### src/rtl/video_sync_ctrl.sv
// video_sync_ctrl: measures the line length and frame height of the ST sync
// stream and checks that the timing stays the same for several frames. It then
// sends one vreset pulse to re-align the HDMI timing generator and reports lock
// status and the detected video mode.
module video_sync_ctrl #(
    parameter int HRESET_POS    = 160,
    parameter int VRESET_LINE   = 28,
    parameter int STABLE_FRAMES = 4,
    parameter int TIMEOUT       = 8191
) (
    input  logic        clk,
    input  logic        reset,
    input  logic        hs,
    input  logic        vs,
    input  logic        de,
    output logic        vreset,
    output logic        locked,
    output logic [1:0]  mode,
    output logic [12:0] line_len,
    output logic [9:0]  frame_lines,
    output logic        de_seen
);

    typedef enum logic [1:0] {
        SEARCH  = 2'd0,
        MEASURE = 2'd1,
        ARM     = 2'd2,
        LOCKED  = 2'd3
    } state_t;

    localparam int              SW       = $clog2(STABLE_FRAMES + 1);
    localparam logic [12:0]     HPOS     = 13'(HRESET_POS);
    localparam logic [9:0]      VPOS     = 10'(VRESET_LINE);
    localparam logic [12:0]     TMO      = 13'(TIMEOUT);
    localparam logic [SW-1:0]   STABLE_N = SW'(STABLE_FRAMES);

    // Mode from the qualified frame height.
    function automatic logic [1:0] classify(input logic [9:0] lines);
        if (lines >= 10'd300 && lines <= 10'd330) return 2'd1;
        if (lines >= 10'd250 && lines <= 10'd280) return 2'd2;
        if (lines >= 10'd490 && lines <= 10'd510) return 2'd3;
        return 2'd0;
    endfunction

    state_t        state, state_n;
    logic          hs_d, vs_d;
    logic [12:0]   hcnt;
    logic [9:0]    vcnt;
    logic          first_line, line_mis, de_acc;
    logic [SW-1:0] stable_cnt, cnt_n;
    logic [9:0]    ref_lines, ref_n;
    logic          vreset_n, locked_n;
    logic [1:0]    mode_n;

    logic          hs_fall, vs_fall, new_mis, frame_ok, timeout, fire;
    logic [12:0]   hcnt_inc;
    logic [9:0]    vcnt_inc;

    // vs only counts as falling when sampled on a line start, so a vs edge in
    // the middle of a line does not start a new frame.
    assign hs_fall  = hs_d & ~hs;
    assign vs_fall  = hs_fall & vs_d & ~vs;
    assign hcnt_inc = (hcnt == 13'h1FFF) ? hcnt : hcnt + 13'd1;
    assign vcnt_inc = (vcnt == 10'h3FF)  ? vcnt : vcnt + 10'd1;
    assign new_mis  = hs_fall & ~first_line & (hcnt_inc != line_len);
    assign frame_ok = (vcnt_inc == ref_lines);
    assign timeout  = (hcnt >= TMO);
    assign fire     = (hcnt == HPOS) && (vcnt == VPOS);

    // Sync edge history and the horizontal/vertical position counters.
    always_ff @(posedge clk or posedge reset) begin
        // NOTE: sequential state uses non-blocking assignments only, so every
        // register samples the pre-edge values regardless of statement order.
        if (reset) begin
            hs_d <= 1'b0;
            vs_d <= 1'b0;
            hcnt <= '0;
            vcnt <= '0;
        end else begin
            hs_d <= hs;
            hcnt <= hs_fall ? 13'd0 : hcnt_inc;
            if (hs_fall) begin
                vs_d <= vs;
                vcnt <= vs_fall ? 10'd0 : vcnt_inc;
            end
        end
    end

    // Line/frame measurements, line-length mismatch tracking and de activity.
    always_ff @(posedge clk or posedge reset) begin
        if (reset) begin
            line_len    <= '0;
            frame_lines <= '0;
            de_seen     <= 1'b0;
            de_acc      <= 1'b0;
            first_line  <= 1'b1;
            line_mis    <= 1'b0;
        end else begin
            if (hs_fall) line_len <= hcnt_inc;
            if (vs_fall) begin
                frame_lines <= vcnt_inc;
                de_seen     <= de_acc;
                de_acc      <= de;
            end else begin
                de_acc <= de_acc | de;
            end
            // The first captured line after SEARCH has nothing valid to compare with.
            if (state == SEARCH) first_line <= 1'b1;
            else if (hs_fall)    first_line <= 1'b0;
            // Sticky only while measuring; ARM and LOCKED react to new_mis directly.
            if (state == MEASURE && !vs_fall) line_mis <= line_mis | new_mis;
            else                              line_mis <= 1'b0;
        end
    end

    // Lock sequencer state and registered outputs.
    always_ff @(posedge clk or posedge reset) begin
        if (reset) begin
            state      <= SEARCH;
            stable_cnt <= '0;
            ref_lines  <= '0;
            vreset     <= 1'b0;
            locked     <= 1'b0;
            mode       <= 2'd0;
        end else begin
            state      <= state_n;
            stable_cnt <= cnt_n;
            ref_lines  <= ref_n;
            vreset     <= vreset_n;
            locked     <= locked_n;
            mode       <= mode_n;
        end
    end

    // Next-state and next-output decode; timeout overrides every other transition.
    always_comb begin
        // NOTE: every output of this block gets a default first so that no
        // path through the case leaves one unassigned and infers a latch.
        state_n  = state;
        cnt_n    = stable_cnt;
        ref_n    = ref_lines;
        vreset_n = 1'b0;
        locked_n = locked;
        mode_n   = mode;

        unique case (state)
            SEARCH: begin
                locked_n = 1'b0;
                mode_n   = 2'd0;
                cnt_n    = '0;
                ref_n    = '0;
                if (vs_fall) state_n = MEASURE;
            end
            MEASURE: begin
                locked_n = 1'b0;
                if (vs_fall) begin
                    if (frame_ok && !(line_mis || new_mis)) begin
                        cnt_n = stable_cnt + 1'b1;
                        if (cnt_n == STABLE_N) state_n = ARM;
                    end else begin
                        cnt_n = '0;
                        ref_n = vcnt_inc;
                    end
                end
            end
            ARM, LOCKED: begin
                if (new_mis || (vs_fall && !frame_ok)) begin
                    state_n  = MEASURE;
                    cnt_n    = '0;
                    locked_n = 1'b0;
                    mode_n   = 2'd0;
                    if (vs_fall) ref_n = vcnt_inc;
                end else if (state == ARM && fire) begin
                    state_n  = LOCKED;
                    vreset_n = 1'b1;
                    locked_n = 1'b1;
                    mode_n   = classify(ref_lines);
                end
            end
            default: state_n = SEARCH;
        endcase

        if (timeout) begin
            state_n  = SEARCH;
            cnt_n    = '0;
            ref_n    = '0;
            vreset_n = 1'b0;
            locked_n = 1'b0;
            mode_n   = 2'd0;
        end
    end

endmodule

### config.mk
export PLATFORM = sky130hd
export DESIGN_NAME = video_sync_ctrl
export DESIGN_NICKNAME = d
export VERILOG_FILES = /design/src/rtl/video_sync_ctrl.sv
export SDC_FILE = /design/constraint.sdc
export NUM_CORES = 1
export LEC_CHECK = 0
export CAP_MARGIN = 20
export CORE_ASPECT_RATIO = 2
export CORE_MARGIN = 4
export CORE_UTILIZATION = 41
export CTS_BUF_LIST = sky130_fd_sc_hd__clkbuf_16
export CTS_CLUSTER_DIAMETER = 150
export DETAILED_ROUTE_END_ITERATION = 6
export GPL_TIMING_DRIVEN = 0
export PLACE_DENSITY = 0.69
export SETUP_SLACK_MARGIN = 0.02
export SLEW_MARGIN = 15
export SYNTH_ARGS = -nofsm -noshare
export SYNTH_HDL_FRONTEND = slang
export SYNTH_SLANG_ARGS = --single-unit
### constraint.sdc
create_clock -name clk -period 6.2 [get_ports clk]
set_input_delay 1.24 -clock clk [delete_from_list [all_inputs] [get_ports clk]]
set_output_delay 1.24 -clock clk [all_outputs]
set_load 0.02 [all_outputs]
Word level (Yosys, flattened, before mapping):

Cells that the tools add are included.

* input bits: 5
* word-level logic and storage cells: 136
* register bits after elaboration: 71

* equality and inequality tests: 18
* magnitude comparators: 7
* reduce and logical (&&, ||, !) cells: 22
* bitwise logic cells: 10
* add/sub/neg operators: 3
* multiplexer cells: 60

Operator list (count)
* $mux W10: 7
* $mux W2: 16
* $le A10 B9 Y1 const B: 3
* $pmux W10 S3: 1
* $mux W1: 26
* $mux W13: 2
* $ge A10 B9 Y1 const B: 2
* $ne A3 B3 Y1 const B: 5
* $add A13 B1 Y13 const B: 1
* $eq A13 B13 Y1 const B: 1
* $eq A13 B8 Y1 const B: 1
* $ge A13 B13 Y1 const B: 1
* $ne A13 B13 Y1: 1
* $mux W3: 4
* $add A10 B1 Y10 const B: 1
* $eq A10 B10 Y1: 1
* $eq A10 B10 Y1 const B: 1
* $eq A10 B5 Y1 const B: 1
* $ge A10 B8 Y1 const B: 1
* $pmux W3 S3: 1
* $logic_and A1 B1 Y1: 8
* $ne A3 B2 Y1 const B: 2
* $pmux W2 S3: 1
* $and A1 B1 Y1: 5
* 18 further kinds: 27

Depth between registers and ports, before layout:

Gate-level depths: netlist of the first run.

* depth after elaboration: 24
* depth in mapped cells: 12
* mapped depth without buffers: 11

Worst setup path after synthesis of the first run:

Ideal clock, no wire load.

* path type: register -> register
* from: register hcnt[0]
* to: register state[0]
* arrival: 2.965 ns
* buffers on the path: 2
* slack: 3.116 ns
* stages on the path, launching flop included: 13
* data required time: 6.080 ns
* cell sequence: dfrtp_1 -> ha_1 -> buf_2 -> and4_1 -> buf_4 -> a21o_1 -> o21ai_4 -> xnor2_1 -> or4_4 -> or3_4 -> a2111oi_4 -> nand2_1 -> and3_1

* longest elaborated chain between the ends: 9
* elaborated cells between the ends (all ways): 22

Ends and longest elaborated chain
* from (decl): RTL line 47 `logic [12:0] hcnt;`
* from (signal assigned): RTL line 81 `hcnt <= hs_fall ? 13'd0 : hcnt_inc;`
* $add A13 B1 Y13 or $eq A13 B13 Y1 (tied branches): RTL line 63 `assign hcnt_inc = (hcnt == 13'h1FFF) ? hcnt : hcnt + 13'd1;`
* $mux W13: RTL line 63
* $ne A13 B13 Y1: RTL line 65 `assign new_mis = hs_fall & ~first_line & (hcnt_inc != line_len);`
* $and A1 B1 Y1: RTL line 65
* $logic_or A1 B1 Y1: RTL line 157 `if (frame_ok && !(line_mis || new_mis)) begin`
* $logic_not A1 Y1: RTL line 157
* $logic_and A1 B1 Y1: RTL line 157
* $ne A3 B2 Y1 (no source line)
* $reduce_and A5 Y1 (no source line)
* to (signal assigned): RTL line 126 `state <= state_n;`
* to (decl): RTL line 45 `state_t state, state_n;`

Parallel ways exist; a longest one is shown, timed or not.
A chain may end at the register's enable or synchronous reset.

Worst setup path in the final report of the first run:

* from: register vcnt[1]
* to: register mode[1]

* longest elaborated chain between the ends: 9
* elaborated cells between the ends (all ways): 15

Ends and longest elaborated chain
* from (decl): RTL line 48 `logic [9:0] vcnt;`
* from (signal assigned): RTL line 84 `vcnt <= vs_fall ? 10'd0 : vcnt_inc;`
* $add A10 B1 Y10 or $eq A10 B10 Y1 (tied branches): RTL line 64 `assign vcnt_inc = (vcnt == 10'h3FF) ? vcnt : vcnt + 10'd1;`
* $mux W10: RTL line 64
* $eq A10 B10 Y1: RTL line 66 `assign frame_ok = (vcnt_inc == ref_lines);`
* $logic_not A1 Y1: RTL line 167 `if (new_mis || (vs_fall && !frame_ok)) begin`
* $logic_and A1 B1 Y1: RTL line 167
* $logic_or A1 B1 Y1: RTL line 167
* $mux W2: RTL line 167
* $pmux W2 S2: RTL line 146 `unique case (state)`
* $mux W2: RTL line 183 `if (timeout) begin`
* to (signal assigned): RTL line 131 `mode <= mode_n;`
* to (decl): RTL line 18 `output logic [1:0] mode,`

Parallel ways exist; a longest one is shown, timed or not.

==> results.txt, run 1 <==
The final number of setup-violating endpoints was 0. The endpoint of the worst register-to-register path is mode[1]$_DFFE_PP0P_. The switching portion of total power came out at 0.380. VDD sags by at most 0.223 mV.

TritonCTS created 9 clock buffers. The tools report the combinational fraction of design power as 0.344. The tools report the sequential share of power as 0.358. CTS placed an instance of clkbuf_16 at the clock tree root. Setup repair after global routing left no endpoint under its margin. The final route contains 4,430 vias. The sequential element share of the synthesized area was 0.388. The tools report the antenna diode count as 0. The initialized floorplan defines 54 standard-cell rows. Each instance of the synthesized netlist takes up on average 8.66 um2.

The total power per unit cell area works out to 322 nW/um2. The worst setup path is launched from a flip-flop. For the final routed database, the setup TNS stands at 0 ns. The area growth from synthesis to layout was 17.9%.

In the final routed layout, each cell accounts on average for 21.2 um. In this run the remaining antenna-violating nets after routing total 0. Clock latency on the worst-skew pair, taken at its later pin, is 0.34 ns.

At the end of the flow, the number of nets in the layout was 584. The tool flagged a number of max-cap violations equal to 0. Summed over all layers, the routed wires come to 15,200 um. After floorplanning, the core was sized to cover 10,900 um2. After filler insertion, the fill cell instance count of the layout stands at 1,085. For the initial antenna violation count, the log shows 0. TritonCTS built the clock tree. The tools report the DRC violation count after routing as 0. The tightest min-delay check is of the flip-flop to flip-flop type.

The critical path ends at mode[1]$_DFFE_PP0P_. The tools report the critical register-to-register path startpoint as vcnt[1]$_DFFE_PP0P_. The number of cells after detailed placement was 702. The share of flip-flops with an asynchronous set or reset is 1.00, and the transition time at the pin with the least slew margin is 0.776 ns.

Data arrives at the worst endpoint at 4.21 ns. The final weighted congestion of routability-driven global placement is 0.952, and the vertical die dimension is 157 um. The logs give 0 for the number of pins exceeding their max-slew limit in the final report and 2 for the maximum number of buffers from clock root to sink. In this run the worst path has a maximum fanout of 8. The run gives 0.418 as the starting density of the core. The tools report the required arrival time at the worst endpoint as 6.45 ns.

The flow ran to the end, and the final reports show no timing, DRC or antenna violations. Post-route clock period utilization: 0.640. Global routing finished with a remaining overflow of 0.

Counting every net in the synthesized netlist gives 540. The combined area of the multi-input logic cells was 2570 um2. The category of the worst setup path capture point was a flip-flop. After clock tree synthesis, the clock-pin slew on the worst setup and hold paths is 0.07 ns.

Count of yosys warnings during synthesis: 0. The tools report the initial DRC count as 302. The floorplan step defined a die boundary enclosing 13,000 um2. The maximum clock skew at final layout was 0.0126 ns; the largest net degree at the start of global routing was 50. For the final non-filler cell total, the log shows 718.

The detailed placement HPWL was 11,800 um. The top cell types in the final layout, fill and taps aside, are 70 x dfrtp_1, 65 x nand2_1, 48 x nor2_1, 40 x o21ai_0, 32 x clkdlybuf4s50_1. The netlist uses 76 different library cells. The count of cells resized by post-cts repair was 0; the cell-internal power was 1080 uW. The number of global-route vias before repair is 4,464, and the via count normalized by instance count is 6.17.

The number of sinks driven by the clock tree is 71. Tightest hold margin: 0.481 ns. Counting I/O delays and the setup requirement, the final critical path takes 3.97 ns. The net switching power came out at 662 uW.

The mapped cell area came out at 4580 um2. For this run, the top clock speed supported by timing is 0.252 GHz. The cell count after synthesis came out at 529. Leakage power figure: 0.00223 uW. The clock share of power was 0.298; the x dimension of the die was 82.7 um. The type of the worst setup path is flip-flop to flip-flop. The tools report the total iterations of the first detailed-routing run as 4. The first global-routing pass estimated 24,100 um of wire. The most used flip-flop cell after synthesis is dfrtp_1. The run gives 0 as the final hold violation count. The number of register bits inferred by synthesis is 71, and the ratio of cells with drive above 1 in the final layout is 0.0917. For flop-to-flop paths, the worst setup slack is 2.23 ns. The tools report the final standard cell utilization of the core as 0.494.

In this run the worst setup path begins at vcnt[1]$_DFFE_PP0P_. In the final layout, flip-flops and latches occupy 1780 um2. Commonest non-fill, non-tap cell in the layout: dfrtp_1. The number of I/O port buffers was 32; the global-route total usage across every layer was 0.253. 33 I/O pins were placed. For the count of buffers added by post-CTS timing repair for setup, the log shows 0. The worst slew margin relative to its limit is 0.482, and the number of levels the H-tree was split into is 3. Counting flops with a built-in enable in the synthesized netlist gives 0. The run gives 0 as the count of hold buffers inserted by post-cts repair.

The cell depth of the worst flop-to-flop path is 12.
[Yosys cell counts, drive strengths merged (3+ instances only)]
cell type,count,area share
a2111oi,4,0.012
a211oi,3,0.0049
a21o,9,0.015
a21oi,15,0.016
a31oi,12,0.016
a41oi,3,0.0057
and2,9,0.012
and3,11,0.016
and4,8,0.016
buf,18,0.023
clkbuf,22,0.018
dfrtp,70,0.38
ha,6,0.016
inv,13,0.011
mux2i,6,0.013
nand2,66,0.055
nand2b,10,0.014
nand3,22,0.026
nand4,13,0.022
nand4b,3,0.0057
nor2,48,0.039
nor2b,3,0.0041
nor3,12,0.017
nor3b,5,0.0082
nor4,10,0.018
nor4b,4,0.0076
nor4bb,3,0.0066
o2111ai,4,0.0076
o211ai,3,0.0060
o21ai,43,0.049
o22ai,9,0.012
o2bb2ai,9,0.017
or4,3,0.0057
xnor2,12,0.023
xor2,6,0.011
[routing by layer]
layer	global-route usage	routed length, um	vias up
met5	0	0	-
met4	0.206	1390	0
met3	0.0315	436	64
met2	0.457	8320	143
met1	0.243	5070	2195
li1	-	-	2028
[critical path: stages (launching register included)]
cell and delay (ns):
dfrtp_1 0.49, ha_1 0.19, buf_2 0.21, and4_1 0.21
clkbuf_1 0.26, a31oi_1 0.12, a2111oi_0 0.46, nand4_1 0.16
nor4bb_1 0.49, and4_1 0.37, a2bb2oi_1 0.46, nand2_1 0.27
o22ai_1 0.18
[kinds of logic after synthesis]
group,count (synthesis),synth area share
adders and majority gates,6,0.0164
muxes,6,0.0131
buffers and inverters,53,0.0516
and+or+nand+nor,238,0.289
DFF,71,0.388
xor gates and xnor gates,18,0.0344
AOI/OAI and AO/OA,137,0.207
[stage by stage]
stage | area (um2) | setup slack [ns] | power (uW)
after floorplan | 4580 | 3.12 | 994
final | 5400 | 2.23 | 1740
after global routing | 5400 | 2.08 | 1840
after global placement | 5080 | 1.93 | 1210
after CTS | 5400 | 2.34 | 1750
after detailed placement | 5110 | 2.36 | 1220
[state kept, by name, indices dropped and copies added (netlist names), 2 cells and up]
| register | cells |
|---|---|
| line_len | 13 |
| hcnt | 13 |
| ref_lines | 10 |
| state | 2 |
| frame_lines | 10 |
| mode | 2 |
| stable_cnt | 3 |
| vcnt | 10 |
[power groups by stage]
stage | Clock, uW | Combinational, uW | Sequential (uW)
floorplan | 0 | 353 | 641
global placement | 0 | 582 | 627
detailed placement | 0 | 591 | 630
CTS | 529 | 594 | 623
global route | 552 | 649 | 636
finish | 519 | 598 | 623
[worst min-delay path by stage]
| stage | cells after the start | slack [ns] | to | start |
|---|---|---|---|---|
| after floorplan | 2 | 0.44 | de_seen$_DFFE_PP0P_ | de_acc$_DFF_PP0_ |
| after global placement | 1 | 0.46 | de_acc$_DFF_PP0_ | de_acc$_DFF_PP0_ |
| after detailed placement | 2 | 0.47 | frame_lines[6]$_DFFE_PP0P_ | frame_lines[6]$_DFFE_PP0P_ |
| after CTS | 2 | 0.49 | frame_lines[6]$_DFFE_PP0P_ | frame_lines[6]$_DFFE_PP0P_ |
| after global routing | 2 | 0.52 | de_seen$_DFFE_PP0P_ | de_acc$_DFF_PP0_ |
| final | 2 | 0.48 | de_seen$_DFFE_PP0P_ | de_acc$_DFF_PP0_ |
[layout make-up]
class | instances | area share
multi-input combinational | 405 | 0.475
sequential | 71 | 0.329
timing repair buffer | 33 | 0.0644
clock buffer | 9 | 0.0417
buffer | 40 | 0.0347
tap | 140 | 0.0324
clock inverter | 7 | 0.0132
inverter | 13 | 0.00950
Note: power is estimated with default switching activity, not from simulation.
==> inputs of run 2 (changes only) <==
Settings changed: PLACE_DENSITY 0.69 to 0.71.
Clock period 6.2 ns to 3.3 ns, I/O delays scaled along.
==> results.txt, run 2 (synthesis gave the netlist of run 1 again) <==
The total power per unit cell area works out to 603 nW/um2 (+87%). The final number of setup-violating endpoints is 0 (unchanged). The number of rows in the core area was 54 (unchanged); the highest net fanout along the worst path was 8 (unchanged).

The run gives 10,900 um2 (unchanged) as the core footprint. The run finished with clean final reports. The global routing stage identified its most utilized layer as met2. The tools report the met2 routing resource usage after global routing as 0.462 (+0.00498). Setup repair after global routing could not meet its margin everywhere.

The worst setup path is captured at a flip-flop. For the global-route total usage across every layer, the log shows 0.256 (+0.00336). The antenna diode count was 0 (unchanged).

The final setup slack of the worst path came out at 0.0783 ns (-2.15 ns). The starting density of the core was 0.418 (unchanged); the final weighted congestion of routability-driven global placement was 1.02 (+7.7%). The final net count was 601 (+2.9%); the number of sinks driven by the clock tree was 71 (unchanged). The run gives 0 (unchanged) as the number of nets with antenna violations after detailed routing.

In the layout the commonest cells are 65 x dfrtp_1, 63 x nand2_1, 47 x nor2_1, 39 x o21ai_0, 32 x clkdlybuf4s50_1. The tightest min-delay check is of the flip-flop to flip-flop type. Number of I/O port buffers: 32 (unchanged). The setup slack at placement came out at -0.605 ns (-2.96 ns).

The clock latency on the worst-skew pair was 0.34 ns (about the same); the total iterations of the first detailed-routing run was 5 (+1). The clock slew at the register clock pins of the worst setup and hold paths works out to 0.06 ns (about the same). The met1 track demand over resource in global routing is 0.237 (-0.00582), and the x dimension of the die is 82.7 um (unchanged). For the DRC violation count after routing, the log shows 0 (unchanged). The run gives 0.480 ns (-0.00115 ns) as the tightest hold margin. Leaving out fill and tap cells, the most frequent cell in the layout is dfrtp_1.

The mean routed wirelength per cell is 21.2 um (-0.11%). The ratio of cells with drive above 1 in the final layout was 0.182 (+0.0901). The number of global-route vias before repair came out at 4,539 (+1.7%). For the total of max-cap violations, the log shows 0 (unchanged). The post-route clock period utilization was 0.976 (+0.336). The final critical-path required period was 3.22 ns (-0.745 ns).

The tools report the final hold violation count as 0 (unchanged). The tools report the top-level I/O count as 33 (unchanged). Type of the worst setup path: flip-flop to flip-flop. Vias after detailed routing: 4,540 (+2.5%). The number of buffers created by CTS came out at 9 (unchanged).

The area growth from synthesis to layout is 26.9%. The final wirelength is 15,500 um (+2.1%), and the vertical die dimension is 157 um (unchanged). The total die area was 13,000 um2 (unchanged). For the worst slew margin relative to its limit, the log shows 0.500 (+0.0173). The global-route wire length before repair came out at 24,400 um (+1.3%).

The initial antenna violation count is 0 (unchanged). The tree is rooted in a clkbuf_16. Detailed placement HPWL: 11,600 um (-1.7%).

TritonCTS built the clock tree. The highest achievable clock rate was 0.310 GHz (+23%). The run gives 308 (+2.0%) as the initial DRC count. The maximum clock skew at final layout was 0.00614 ns (-0.00650 ns); the met3 track utilization from global routing was 0.0475 (+0.0160). The run gives 3 (unchanged) as the number of levels the H-tree was split into. For the highest ir drop seen on vdd, the log shows 0.346 mV (+55%). The largest net degree at the start of global routing is 52 (+4.0%).

The maximum number of buffers from clock root to sink is 2 (unchanged), and the transition time at the pin with the least slew margin is 0.751 ns (-0.0260 ns). The total overflow reported by the global router is 0 (unchanged), and the number of pins exceeding their max-slew limit in the final report is 0 (unchanged). The arrival time at the worst endpoint was 3.48 ns (-0.73 ns).

The largest registers in the layout are hcnt (13), line_len (13). For the leakage power figure, the log shows 0.00234 uW (+4.9%). Required arrival time at the worst endpoint: 3.56 ns (-2.89 ns). The total negative slack is 0 ns (unchanged). STA classifies the critical path startpoint as a flip-flop.

The via count normalized by instance count works out to 6.19 (+0.25%). The run gives 0 (unchanged) as the count of hold buffers inserted by post-cts repair.
[run 2: changes by cell type in the layout (fill, tap and decap cells not counted), sizes merged]
cell / before / now
clkbuf: 31 / 30
clkinv: 5 / 3
inv: 14 / 13
buf: 19 / 37
clkinvlp: 0 / 2
[run 2: where the power goes]
part	total, uW	internal, uW	switching, uW
Sequential	1180	1010	163
Clock	961	578	383
Combinational	1370	580	788
Total	3500	2170	1330
[run 2: cell type report]
class,count,area (um2)
Inverter,13,51.3
Tap cell,140,175
Buffer,36,189
Multi-Input combinational cell,405,2790
Fill cell,1044,5130
Clock inverter,6,62.6
Timing Repair Buffer,54,542
Clock buffer,9,225
Sequential cell,71,1780
[run 2: per-stage QoR]
step | instances | util | total power, uW | cell area, um2
floorplan | 529 | - | 1870 | 4580
global placement | 701 | 0.464 | 2270 | 5080
detailed placement | 702 | 0.467 | 2290 | 5110
CTS | 730 | 0.520 | 3420 | 5690
global route | 734 | 0.531 | 3680 | 5810
finish | 734 | 0.531 | 3500 | 5810
[run 2: metal layers]
layer,part of all wire,up-vias
met3,0.032,73
li1,-,2069
met1,0.33,2233
met4,0.095,0
met5,0,-
met2,0.55,165
[run 2: path summary, 6_finish.rpt]
kind                                     start                endpoint  slack, ns  cells after the start
hold reg to reg            de_seen$_DFFE_PP0P_     de_seen$_DFFE_PP0P_       0.48                      2
setup / recovery           vcnt[0]$_DFFE_PP0P_     mode[1]$_DFFE_PP0P_       0.08                     12
max in group asynchronous                reset  first_line$_DFFE_PP1P_       2.06                      3
hold / removal             de_seen$_DFFE_PP0P_     de_seen$_DFFE_PP0P_       0.48                      2
setup reg to reg           vcnt[0]$_DFFE_PP0P_     mode[1]$_DFFE_PP0P_       0.08                     12
min in group asynchronous                reset     mode[0]$_DFFE_PP0P_       0.64                      2
[run 2: what timing repair did]
| item | in CTS | in global routing |
|---|---|---|
| setup buffers | 16 | 5 |
| gates resized for setup | 38 | 26 |
| setup endpoints to repair | 19 | 19 |
| pin swaps | 14 | 17 |
[run 2: critical path, stage by stage, from the launching register on]
cell and delay, ns:
dfrtp_1 0.40, ha_1 0.20, clkbuf_4 0.20, nand4_4 0.13, buf_6 0.15, o22ai_1 0.10
o21a_1 0.25, or3_1 0.40, a2111oi_2 0.23, and4_2 0.31, o22ai_1 0.13, o32a_1 0.46
o22ai_1 0.17
==> inputs of run 3 (changes only) <==
Settings changed: CTS_CLUSTER_SIZE from default to 8.
==> results of run 3 <==
Final layout, timing and power as in run 2 (identical DEF).
